==> src/rtl/alu_8bit_arbiter.sv <==
// Two-requester round-robin front end for a shared combinational alu_8bit.
// Grants one operation at a time, holds the ALU inputs for EXEC_CYCLES,
// captures the result and returns it on a tagged response channel.
module alu_8bit_arbiter #(
    parameter int EXEC_CYCLES = 1,     // 1..15
    parameter bit DIV_GUARD   = 1'b1
) (
    input  logic        clk,
    input  logic        rst_n,
    input  logic [1:0]  req_valid,
    output logic [1:0]  req_ready,
    input  logic [15:0] req_a,
    input  logic [15:0] req_b,
    input  logic [7:0]  req_op,
    output logic [7:0]  alu_a,
    output logic [7:0]  alu_b,
    output logic [3:0]  alu_sel,
    input  logic [7:0]  alu_out,
    input  logic        alu_cout,
    output logic        rsp_valid,
    input  logic        rsp_ready,
    output logic        rsp_id,
    output logic [7:0]  rsp_data,
    output logic        rsp_cout,
    output logic        rsp_err,
    output logic        busy,
    output logic [15:0] done_count,
    output logic [7:0]  err_count
);

    typedef enum logic [1:0] {IDLE, EXEC, RESP} state_t;

    state_t      r_state, w_state_nxt;
    logic        r_last_grant;
    logic        r_id;
    logic [3:0]  r_exec_cnt;
    logic [7:0]  r_alu_a, r_alu_b;
    logic [3:0]  r_alu_sel;
    logic        r_rsp_valid, r_rsp_id, r_rsp_cout, r_rsp_err;
    logic [7:0]  r_rsp_data;
    logic [15:0] r_done_count;
    logic [7:0]  r_err_count;

    logic        w_gnt_any, w_gnt_id, w_accept, w_div0, w_handoff;
    logic [7:0]  w_a, w_b;
    logic [3:0]  w_op;

    // Round-robin pick: on a tie the requester that did not win last time goes.
    always_comb begin
        w_gnt_any = |req_valid;
        w_gnt_id  = (req_valid == 2'b11) ? ~r_last_grant : req_valid[1];
        w_a       = w_gnt_id ? req_a[15:8] : req_a[7:0];
        w_b       = w_gnt_id ? req_b[15:8] : req_b[7:0];
        w_op      = w_gnt_id ? req_op[7:4] : req_op[3:0];
        w_div0    = DIV_GUARD && (w_op == 4'b0011) && (w_b == 8'h00);
    end

    // Next state and handshake strobes; ready is only offered from IDLE.
    always_comb begin
        w_state_nxt = r_state;
        req_ready   = 2'b00;
        w_accept    = 1'b0;
        w_handoff   = 1'b0;
        case (r_state)
            IDLE: begin
                if (w_gnt_any && rst_n) begin
                    req_ready   = w_gnt_id ? 2'b10 : 2'b01;
                    w_accept    = 1'b1;
                    w_state_nxt = w_div0 ? RESP : EXEC;
                end
            end
            EXEC: begin
                if (r_exec_cnt == 4'd0) w_state_nxt = RESP;
            end
            RESP: begin
                if (rsp_ready) begin
                    w_handoff   = 1'b1;
                    w_state_nxt = IDLE;
                end
            end
            default: w_state_nxt = IDLE;
        endcase
    end

    // State register.
    always_ff @(posedge clk) begin
        if (!rst_n) r_state <= IDLE;
        else        r_state <= w_state_nxt;
    end

    // Datapath: operand registers, result capture, counters.
    always_ff @(posedge clk) begin
        if (!rst_n) begin
            r_last_grant <= 1'b1;
            r_id         <= 1'b0;
            r_exec_cnt   <= 4'd0;
            r_alu_a      <= 8'h00;
            r_alu_b      <= 8'h00;
            r_alu_sel    <= 4'h0;
            r_rsp_valid  <= 1'b0;
            r_rsp_id     <= 1'b0;
            r_rsp_data   <= 8'h00;
            r_rsp_cout   <= 1'b0;
            r_rsp_err    <= 1'b0;
            r_done_count <= 16'h0000;
            r_err_count  <= 8'h00;
        end else begin
            if (w_accept) begin
                r_alu_a      <= w_a;
                r_alu_b      <= w_b;
                r_alu_sel    <= w_op;
                r_id         <= w_gnt_id;
                r_last_grant <= w_gnt_id;
                r_exec_cnt   <= 4'(EXEC_CYCLES - 1);
                if (w_div0) begin
                    // Rejected op skips EXEC and answers with an error response.
                    r_rsp_valid <= 1'b1;
                    r_rsp_id    <= w_gnt_id;
                    r_rsp_data  <= 8'h00;
                    r_rsp_cout  <= 1'b0;
                    r_rsp_err   <= 1'b1;
                    if (r_err_count != 8'hFF) r_err_count <= r_err_count + 8'd1;
                end
            end
            if (r_state == EXEC) begin
                if (r_exec_cnt == 4'd0) begin
                    r_rsp_valid <= 1'b1;
                    r_rsp_id    <= r_id;
                    r_rsp_data  <= alu_out;
                    r_rsp_cout  <= alu_cout;
                    r_rsp_err   <= 1'b0;
                end else begin
                    r_exec_cnt <= r_exec_cnt - 4'd1;
                end
            end
            if (w_handoff) begin
                r_rsp_valid  <= 1'b0;
                r_done_count <= r_done_count + 16'd1;
            end
        end
    end

    assign alu_a      = r_alu_a;
    assign alu_b      = r_alu_b;
    assign alu_sel    = r_alu_sel;
    assign rsp_valid  = r_rsp_valid;
    assign rsp_id     = r_rsp_id;
    assign rsp_data   = r_rsp_data;
    assign rsp_cout   = r_rsp_cout;
    assign rsp_err    = r_rsp_err;
    assign busy       = (r_state != IDLE);
    assign done_count = r_done_count;
    assign err_count  = r_err_count;

endmodule
==> config.mk <==
export PLATFORM = sky130hd
export DESIGN_NAME = alu_8bit_arbiter
export DESIGN_NICKNAME = d
export VERILOG_FILES = /design/src/rtl/alu_8bit_arbiter.sv
export SDC_FILE = /design/constraint.sdc
export NUM_CORES = 1
export LEC_CHECK = 0
export BUFFER_PORTS_ARGS = -buffer_cell sky130_fd_sc_hd__buf_2
export CAP_MARGIN = 0
export CORE_MARGIN = 2
export CORE_UTILIZATION = 44
export DETAILED_ROUTE_END_ITERATION = 16
export GPL_ROUTABILITY_DRIVEN = 0
export HOLD_SLACK_MARGIN = 0.02
export PLACE_DENSITY_LB_ADDON = 0.12
export SKIP_LAST_GASP = 1
export SLEW_MARGIN = 20
export SYNTH_ARGS = -nofsm -noshare
export SYNTH_HDL_FRONTEND = slang
export SYNTH_SLANG_ARGS = --single-unit
==> constraint.sdc <==
create_clock -name clk -period 1.57 [get_ports clk]
set_input_delay 0.314 -clock clk [delete_from_list [all_inputs] [get_ports clk]]
set_output_delay 0.314 -clock clk [all_outputs]
set_load 0.03 [all_outputs]
==> metrics.txt <==
Pre-antenna DRT Iters=12; count leader, synth=dfxtp_1; 1st-iter DRT viols=47; Nets=about 530; Clk pin slew, worst setup/hold paths=0.06 ns; met2 usage=0.317; mux share of post-synthesis cell area=0.0816; Critical Path Source Type=register; Hold Fails Final Rpt=0; first-pass GRT wire length=between 10000 and 15000 µm; Synth cell types=42; Die Y=roughly 86 µm; RSZ-0062 raised after global routing=yes; Site Rows=29; ranking of synthesized cells by area=dfxtp_1 44%, mux2i_1 8.2%, nand2_1 4.0%, nand3_1 3.9%, a22o_1 3.9%; Fill cells=between 500 and 600; antenna violations before repair=0; Multi-input gate area=between 1500 and 2000 µm²; layout cell share with drive strength beyond 1=0.474; Final period util=1.06; cells along the critical path=nor2_4 -> buf_6 -> and3b_1 -> nand2_2 -> inv_2 -> buf_6; cell mode on critical path=buf_6; initial core utilization=0.459; most used routing layer=met2; area grow syn2layout=47.2%; FMAX=about 0.6 GHz; Clock Root Buffer=clkbuf_8; largest family of logic cells by synthesized area=simple AND/OR/NAND/NOR gates; P_leak=0.00218 µW; # port buffers=112; critical path buffer and inverter count=3; EDFF count, synth=0; met1 Use GR=0.241; Final Max Tran Viols=0; Hold Buf Count CTS=0; failing checks=design-rule violations, negative setup slack; DRT antenna net count=0; Yosys reg bits=between 60 and 70; max cap viols=0; drt drc=5; total CTS buffers=9; Adder-Cell Fraction of Synth Area=0.0127; VDD IR max=roughly 0.48 mV; Hold Crit Class=input pin to register; ys flop type=dfxtp_1; Synth top cells by count=64 x dfxtp_1, 31 x nand2_1, 24 x mux2i_1; Synth warnings=0; GR Overflow Total=0; Clock Path Buffers=2; Worst-Skew Late Latency=0.33 ns; crit-path max FO=5; via count=2780; Sink Count=64; TritonCTS clock tree=built; status=finished with violations; Core ar.=6420 µm²; setup TNS=-0.220 ns; Netlist Area Pre-Place=slightly below 3000 µm²; Setup CP Type=register to output port; DR WL/cell=~13 µm; Total Power=between 3000 and 4000 µW; asr flop ratio synth=0; average size of a mapped cell=~9.5 µm²; setup ws final=-0.0914 ns; Syn Nets=roughly 370; H-tree depth=3; Routed WL=between 7000 and 8000 µm; CP delay by family, top=flip-flops; IO Count=between 100 and 150; vias per cell=5.05; Compound-Gate Fraction of Synth Area=0.125; CP max stage delay=between 0.3 and 0.4 ns; post-synthesis cell count=around 310; Die Area=between 7000 and 8000 µm²; Power per Cell Area=approximately 890 nW/µm²; Setup-failing EPs final=5; Clock Skews=a little under 0.007 ns; largest net degree at the start of global routing=26; Ant. Diodes=0; Setup crit end kind=output port; GR Util All Layers=0.193; met3 usage=0.0616; final critical-path required period=1.66 ns; Slew headroom=0.777; post-synth top area cell=dfxtp_1; Worst Tran Pin Value=0.333 ns; dpl hpwl=between 5000 and 6000 µm; width of the die=between 80 and 90 µm; FF+latch area=between 1000 and 1500 µm²; Seq/Total Area, Yosys=0.435; data arrival time of the critical path=between 1 and 1.5 ns; vias in the first global route=~2.5k; Post-Synth XOR/XNOR Area=0.0446; Slowest-stage cell, CP=dfxtp_4; Post-Synth Simple-Gate Area=0.273; share of the synthesized area in the top cell type=0.435; CP Data Required Time=between 1 and 1.5 ns
## path summary, 6_finish.rpt
path                       end  slack (ns)          from  cells past startpoint
setup reg to reg  err_count[6]       -0.02  r_last_grant                      7
setup / recovery  req_ready[1]       -0.09    r_state[0]                      6
hold / removal     rsp_data[6]        0.19    alu_out[6]                      2
hold reg to reg        rsp_err        0.47       rsp_err                      2
## routing by layer
layer	routed length (µm)	up-vias
li1	-	1418
met4	54	0
met2	3530	72
met5	0	-
met3	437	6
met1	3170	1284
## kinds of logic (layout without fill, tap and decap cells)
kind of cell	after synthesis	count (layout)
xor gates and xnor gates	15	15
adders and majority gates	3	3
buffers and inverters	21	185
muxes	24	24
DFF	64	64
and+or+nand+nor	133	133
AOI/OAI and AO/OA	49	49
## final cells by class
class	count	share of cell area
tap	77	0.0222
multi-input combinational	224	0.396
inverter	6	0.00520
clock buffer	13	0.0367
sequential	64	0.300
timing repair buffer	163	0.230
clock inverter	3	0.00924
## sequential cells by signal (all words and copies together), names as in the netlist
name          cells
alu_b             8
alu_sel           4
r_exec_cnt        4
rsp_id            1
done_count       16
alu_a             8
r_state           2
rsp_err           1
rsp_data          8
r_last_grant      1
rsp_cout          1
rsp_valid         1
err_count         8
r_id              1
## placed cells by master, fill, tap and decap left out, types with 2 or more instances in the layout
master      n
xor2_1      6
xnor2_1     9
nor2b_1     2
dfxtp_4     2
nand2_1    26
nor4b_4     3
buf_2     110
ha_2        2
inv_1       4
clkinv_2    2
nand3_2     2
nand3b_1    2
nor2_4      4
buf_4      40
dfxtp_2    10
o21ai_1     2
and3_1      5
o211a_1     6
inv_2       2
mux2i_1    24
a21boi_0    3
nor3_1      2
o21ai_0    16
nand4_1     8
a22o_1     13
nand2_2     5
and2_1     17
dfxtp_1    52
nand3_1    21
clkbuf_1    2
nor4_4      3
nand2b_1   10
clkbuf_8   11
buf_6      13
and3b_1     2
nand4b_1    2
nor2_1      9
## metrics by stage
step / utilization / worst slack, ns / hold slack, ns / cells / cell area (µm²)
after floorplan: - / -0.0220 / 0.440 / 309 / 2970
after detailed placement: 0.599 / -0.272 / 0.454 / 520 / 3850
after global placement: 0.599 / -0.240 / 0.449 / 520 / 3850
final: 0.675 / -0.0914 / 0.192 / 550 / 4330
after CTS: 0.649 / -0.114 / 0.176 / 544 / 4170
after global routing: 0.675 / -0.159 / 0.186 / 550 / 4330
## timing repair
action / CTS / global route
endpoints found under the setup margin: 22 / 26
pin swaps: 8 / 18
setup buffers: 8 / 6
resized for setup: 20 / 32
gates cloned: 0 / 0
## power by group
| part | leakage, µW | switching, µW | total [µW] | internal, µW |
|---|---|---|---|---|
| Clock | 0.000103 | 603 | 1420 | 817 |
| Combinational | 0.00154 | 394 | 683 | 289 |
| Sequential | 0.000527 | 44.2 | 1750 | 1700 |
(Power assumes the default switching activity.)
